**src/rtl/multicycle_controller.sv**
```systemverilog
// ---------------------------------------------------------------------------
// multicycle_controller
//
// Purpose:
//   Multi-cycle control FSM for a shared-datapath processor. Each instruction
//   is sequenced through FETCH, DECODE, EXEC and, where needed, MEM and WB.
//   One memory port serves both instruction fetch and data access through a
//   req/ready handshake. If memory stays silent too long, the FSM parks in
//   HALT with a sticky timeout flag.
//
// Ports:
//   clk         in   1      clock, rising edge
//   rst         in   1      asynchronous active-high reset
//   opcode      in   4      IR[15:12], sampled in DECODE
//   zero        in   1      ALU zero flag, used in EXEC for BEQ
//   mem_ready   in   1      memory completes the current access this cycle
//   mem_req     out  1      memory access request
//   mem_we      out  1      memory write (SW data phase)
//   iord        out  1      address mux: 0 = PC, 1 = ALU result
//   ir_we       out  1      load IR from memory read data
//   pc_we       out  1      load PC
//   pc_src      out  1      0 = PC+1, 1 = branch target
//   reg_we      out  1      register file write
//   mem_to_reg  out  1      writeback mux: 0 = ALU, 1 = memory data
//   state       out  3      current state (debug)
//   illegal     out  1      one-cycle pulse after an illegal opcode
//   timeout     out  1      sticky memory-timeout flag
//   retired     out  CNT_W  completed-instruction count (wraps)
// ---------------------------------------------------------------------------
module multicycle_controller #(
  parameter int MAX_WAIT = 15,
  parameter int CNT_W    = 16
) (
  input  logic             clk,
  input  logic             rst,
  input  logic [3:0]       opcode,
  input  logic             zero,
  input  logic             mem_ready,
  output logic             mem_req,
  output logic             mem_we,
  output logic             iord,
  output logic             ir_we,
  output logic             pc_we,
  output logic             pc_src,
  output logic             reg_we,
  output logic             mem_to_reg,
  output logic [2:0]       state,
  output logic             illegal,
  output logic             timeout,
  output logic [CNT_W-1:0] retired
);

  // State encoding is visible on the debug port, so it is fixed here.
  localparam logic [2:0] S_FETCH  = 3'd0;
  localparam logic [2:0] S_DECODE = 3'd1;
  localparam logic [2:0] S_EXEC   = 3'd2;
  localparam logic [2:0] S_MEM    = 3'd3;
  localparam logic [2:0] S_WB     = 3'd4;
  localparam logic [2:0] S_HALT   = 3'd5;

  // Latched operation class.
  localparam logic [2:0] OP_NONE = 3'd0;
  localparam logic [2:0] OP_R    = 3'd1;
  localparam logic [2:0] OP_SW   = 3'd2;
  localparam logic [2:0] OP_LW   = 3'd3;
  localparam logic [2:0] OP_BEQ  = 3'd4;
  localparam logic [2:0] OP_ILL  = 3'd5;

  // The last tolerated wait cycle. An unanswered cycle at this count halts.
  localparam logic [7:0] WAIT_LAST = 8'(MAX_WAIT - 1);

  // Map the raw opcode onto an operation class.
  function automatic logic [2:0] classify(input logic [3:0] op);
    logic [2:0] cls;
    case (op)
      4'b0000: cls = OP_R;
      4'b0001: cls = OP_SW;
      4'b0010: cls = OP_LW;
      4'b0011: cls = OP_BEQ;
      default: cls = OP_ILL;
    endcase
    return cls;
  endfunction

  logic [2:0]       state_r;
  logic [2:0]       next_state_s;
  logic [2:0]       op_r;
  logic [2:0]       dec_op_s;
  logic [7:0]       wait_cnt_r;
  logic             wait_s;
  logic             retire_s;
  logic             timeout_hit_s;
  logic             timeout_r;
  logic             illegal_r;
  logic [CNT_W-1:0] retired_r;

  assign dec_op_s = classify(opcode);

  // A wait cycle is a request-issuing state (FETCH/MEM) with no ready.
  assign wait_s = ((state_r == S_FETCH) || (state_r == S_MEM)) && !mem_ready;

  // State register.
  always_ff @(posedge clk or posedge rst) begin
    if (rst) begin
      state_r <= S_FETCH;
    end else begin
      state_r <= next_state_s;
    end
  end

  // Next-state logic, plus retire and timeout events tied to transitions.
  always_comb begin
    next_state_s  = state_r;
    retire_s      = 1'b0;
    timeout_hit_s = 1'b0;
    case (state_r)
      S_FETCH: begin
        // Ready on the last tolerated cycle still completes normally.
        if (mem_ready) begin
          next_state_s = S_DECODE;
        end else if (wait_cnt_r == WAIT_LAST) begin
          next_state_s  = S_HALT;
          timeout_hit_s = 1'b1;
        end else begin
          next_state_s = S_FETCH;
        end
      end
      S_DECODE: begin
        if (dec_op_s == OP_ILL) begin
          next_state_s = S_FETCH;
        end else begin
          next_state_s = S_EXEC;
        end
      end
      S_EXEC: begin
        case (op_r)
          OP_R:    next_state_s = S_WB;
          OP_SW:   next_state_s = S_MEM;
          OP_LW:   next_state_s = S_MEM;
          OP_BEQ: begin
            next_state_s = S_FETCH;
            retire_s     = 1'b1;
          end
          default: next_state_s = S_FETCH;
        endcase
      end
      S_MEM: begin
        if (mem_ready) begin
          if (op_r == OP_SW) begin
            next_state_s = S_FETCH;
            retire_s     = 1'b1;
          end else begin
            next_state_s = S_WB;
          end
        end else if (wait_cnt_r == WAIT_LAST) begin
          next_state_s  = S_HALT;
          timeout_hit_s = 1'b1;
        end else begin
          next_state_s = S_MEM;
        end
      end
      S_WB: begin
        next_state_s = S_FETCH;
        retire_s     = 1'b1;
      end
      S_HALT:  next_state_s = S_HALT;
      default: next_state_s = S_FETCH;
    endcase
  end

  // Operation class, captured once per instruction in DECODE.
  always_ff @(posedge clk or posedge rst) begin
    if (rst) begin
      op_r <= OP_NONE;
    end else if (state_r == S_DECODE) begin
      op_r <= dec_op_s;
    end else begin
      op_r <= op_r;
    end
  end

  // Wait counter: counts consecutive unanswered cycles within one state.
  always_ff @(posedge clk or posedge rst) begin
    if (rst) begin
      wait_cnt_r <= 8'd0;
    end else if (next_state_s != state_r) begin
      wait_cnt_r <= 8'd0;
    end else if (wait_s) begin
      wait_cnt_r <= wait_cnt_r + 8'd1;
    end else begin
      wait_cnt_r <= 8'd0;
    end
  end

  // Status flags: illegal pulses for one cycle, timeout holds until reset.
  always_ff @(posedge clk or posedge rst) begin
    if (rst) begin
      illegal_r <= 1'b0;
      timeout_r <= 1'b0;
    end else begin
      illegal_r <= (state_r == S_DECODE) && (dec_op_s == OP_ILL);
      timeout_r <= timeout_r | timeout_hit_s;
    end
  end

  // Retired-instruction counter, wraps naturally at full scale.
  always_ff @(posedge clk or posedge rst) begin
    if (rst) begin
      retired_r <= '0;
    end else if (retire_s) begin
      retired_r <= retired_r + CNT_W'(1);
    end else begin
      retired_r <= retired_r;
    end
  end

  // Control outputs. They are forced low while rst is high so an in-flight
  // request is dropped immediately rather than reissued from FETCH.
  always_comb begin
    mem_req    = 1'b0;
    mem_we     = 1'b0;
    iord       = 1'b0;
    ir_we      = 1'b0;
    pc_we      = 1'b0;
    pc_src     = 1'b0;
    reg_we     = 1'b0;
    mem_to_reg = 1'b0;
    if (rst) begin
      mem_req = 1'b0;
    end else begin
      case (state_r)
        S_FETCH: begin
          mem_req = 1'b1;
          iord    = 1'b0;
          if (mem_ready) begin
            ir_we = 1'b1;
            pc_we = 1'b1;
          end else begin
            ir_we = 1'b0;
            pc_we = 1'b0;
          end
        end
        S_EXEC: begin
          if (op_r == OP_BEQ) begin
            pc_src = 1'b1;
            pc_we  = zero;
          end else begin
            pc_src = 1'b0;
            pc_we  = 1'b0;
          end
        end
        S_MEM: begin
          mem_req = 1'b1;
          iord    = 1'b1;
          mem_we  = (op_r == OP_SW);
        end
        S_WB: begin
          reg_we     = 1'b1;
          mem_to_reg = (op_r == OP_LW);
        end
        default: mem_req = 1'b0;
      endcase
    end
  end

  assign state   = state_r;
  assign illegal = illegal_r;
  assign timeout = timeout_r;
  assign retired = retired_r;

endmodule

```
**config.mk**
```make
export PLATFORM = sky130hd
export DESIGN_NAME = multicycle_controller
export DESIGN_NICKNAME = d
export VERILOG_FILES = /design/src/rtl/multicycle_controller.sv
export SDC_FILE = /design/constraint.sdc
export NUM_CORES = 1
export LEC_CHECK = 0
export CAP_MARGIN = 20
export CORE_MARGIN = 4
export CORE_UTILIZATION = 45
export CTS_CLUSTER_DIAMETER = 50
export CTS_CLUSTER_SIZE = 10
export DETAILED_ROUTE_END_ITERATION = 10
export PLACE_DENSITY = 0.72
export SLEW_MARGIN = 20
export SYNTH_ARGS = -nofsm -noshare
export SYNTH_HDL_FRONTEND = slang
export SYNTH_SLANG_ARGS = --single-unit
export TNS_END_PERCENT = 5
```
**constraint.sdc**
```tcl
create_clock -name clk -period 2.08 [get_ports clk]
set_input_delay 0.624 -clock clk [delete_from_list [all_inputs] [get_ports clk]]
set_output_delay 0.624 -clock clk [all_outputs]
set_load 0.01 [all_outputs]
```
==> results.cfg <==
[global_route]
grt_pass1_wl_um = 7170
grt_pass1_vias = 1507
track_usage_pct = 18.3
grt_antenna_before_repair = 0
grt-ovfl-total = 0
grt_max_degree = 33

[worst_setup_path]
worst-path-buf-inv = 1
cp_top_family = simple AND/OR/NAND/NOR gates
critical_path.max_fanout = 2
cp.required_ns = 1.46
crit_chain = or3b_4 -> nor4b_4 -> a21o_1 -> buf_2
arrival_ns = 1.57
crit_path_max_incr_delay_ns = 0.42
rrSetupSlack_ns = 0.12
setup.worst_path.class = reg -> out
cp-start-kind = flop
critPathCaptureType = primary output
slowest_stage = or3b_4

[sta]
setup_violations = 4
skew_ns = 0.00501
worst_pin_slew_ns = 0.514
clock.fmax_ghz = 0.455
fin_ws_ns = -0.119
rsz0062_at_grt = true
finalCriticalPeriod_ns = 2.20
drv_slew = 0
period_share_pct = 106
slew_headroom_pct = 65.5
timing.final.hold_violations = 0

[routing]
antenna_left = 0
drc = 0
vias_per_cell = 5.36
wire_per_inst_um = 15.2
drtIter0Drc = 57
first_pass_iters = 4
vias = 1468
detail_route.wirelength_um = 4150

[clock_tree]
cts_tree = built
cts_buffers = 5
clockBufferDepth = 2
root_buffer = clkbuf_8
cts_sinks = 32
htreeDepth = 2
cts.clk_slew.worst_paths_ns = 0.07
insertion_delay_ns = 0.28

[floorplanning]
die_x_um = 69.2
die-area_um2 = 4790
start_util_pct = 48.6
core_um2 = 3470
die_y_um = 69.2
num_rows = 21
ios = 37

[finish]
layout.cells.non_filler = 274
fill_cells = 309
area_delta_synth_final_pct = 41.5
drive_gt1_share_pct = 21.5
ff_latch_area_um2 = 801
antenna_cells = 0
nets = 238
stdcell_area_um2 = 2380
multi_input_area_um2 = 872

[pwr]
leakage_nw = 1.04
irDropWorstVdd_mv = 0.533
cellPowerDensity_nw_per_um2 = 769

[placement]
dp_cells = 264
place_congestion = 0.793
postPlaceCellArea_um2 = 2260
pre_cts_slack_ns = -0.665
dp_hpwl_um = 3000
port-buffer-count = 36

[hold_path]
hold_path_class = reg -> reg

[synth]
syn_nets = 176
syn_area_um2 = 1690
yosysSeqAreaShare_pct = 47.5
syn-mean-instance-area_um2 = 10.2
synth_ff_type = dfrtp_1
synth_cell_type_count = 40
ys_warn_count = 0
synth_seq_cells = 32
synthArstFlopShare_pct = 100
netlist_instances = 165
synth_edf_count = 0

[job]
drv_cap = 0

[status]
run_status = complete, but fails checks
violations = negative setup slack
kinds of logic after synthesis:
logic type / Yosys count / share of synthesized area (%)
simple gates: 70 / 22.2
buf+inv: 11 / 3.41
flops: 32 / 47.5
compound gates: 25 / 12.0
fa+ha+maj: 3 / 2.23
xor+xnor: 22 / 11.4
mux: 2 / 1.26
stage by stage:
step           total power (W)  setup TNS [ns]  hold WS [ns]  utilization (%)
2_1_floorplan          0.00105               0         0.484                -
3_3_place_gp           0.00131           -9.25         0.458             65.3
3_5_place_dp           0.00132          -10.10         0.458             65.3
4_1_cts                0.00184          -0.331         0.472             68.4
5_1_grt                0.00195          -0.612         0.510             68.8
6_report               0.00183          -0.175         0.468             68.8
cell type report:
class / count / area share [%]
clock buffers: 7 / 3.62
clock inverters: 1 / 0.315
inverters: 5 / 0.787
multi-input cells: 122 / 36.6
flip-flops and latches: 32 / 33.6
well taps: 46 / 2.41
repair buffers: 61 / 22.7
Yosys cell counts (2+ instances only):
cell type	number	share of area (%)
nor2_1	20	4.5
nand2b_1	5	1.9
buf_6	2	1.3
o2111ai_1	7	3.6
a31oi_1	2	0.74
o211ai_1	2	0.89
dfrtp_1	32	48
nor4_1	2	0.74
ha_1	3	2.2
nand4b_1	2	1.0
inv_1	5	1.1
or3_1	2	0.74
nor3_1	5	1.5
nand3_1	8	2.4
or4_1	2	0.89
o21ai_0	6	1.8
clkbuf_1	3	0.67
and3_1	7	2.6
xnor2_1	16	8.3
xor2_1	6	3.1
nand2_1	8	1.8
and2_1	2	0.74
power breakdown:
| group | switching [W] | internal (W) |
|---|---|---|
| sequential | 0.0000782 | 0.000690 |
| combinational | 0.000272 | 0.000302 |
| clock | 0.000223 | 0.000269 |
| total | 0.000574 | 0.00126 |
registers in the layout, summed over array words and instances (netlist names):
| signal | count |
|---|---|
| op_r | 3 |
| illegal | 1 |
| wait_cnt_r | 8 |
| retired | 16 |
| state | 3 |
| timeout | 1 |
per-layer routing:
| layer | up-vias | part of all wire [%] | global-route usage (%) |
|---|---|---|---|
| met3 | 10 | 2.5 | 3.62 |
| met4 | 0 | 2.2 | 7.81 |
| met1 | 720 | 44 | 23.0 |
| li1 | 711 | - | - |
| met5 | - | 0 | 0 |
| met2 | 27 | 52 | 30.6 |
final timing paths:
path	startpoint	endpoint	cells after the start
setup / recovery	op_r[1]	pc_we	4
min in group asynchronous	rst	state[2]	4
setup reg to reg	op_r[1]	retired[15]	6
max in group asynchronous	rst	illegal	4
hold / removal	timeout	timeout	1
hold reg to reg	timeout	timeout	1
repair_timing:
action,4_1_cts,5_1_grt
hold buffers,0,0
gates resized for setup,31,3
pin swaps,4,4
endpoints found under the setup margin,23,14
setup buffers,1,1
cell usage in the layout (no fill, tap or decap), drive strengths merged, types with 6 or more instances in the layout:
cell type,Yosys,final
nand3,8,8
o21ai,6,6
clkdlybuf4s50,0,26
dfrtp,32,32
o2111ai,7,7
xnor2,16,16
clkbuf,4,8
xor2,6,6
buf,2,28
nor2,20,20
nand2,8,8
and3,7,7
worst register-to-register path, stage by stage, from the launching register on:
cell and delay, ns:
dfrtp_1 0.38, or3b_4 0.42, buf_4 0.15, a2111oi_4 0.37, buf_4 0.23, o2111ai_1 0.13, xnor2_1 0.16
(Power assumes the default switching activity.)
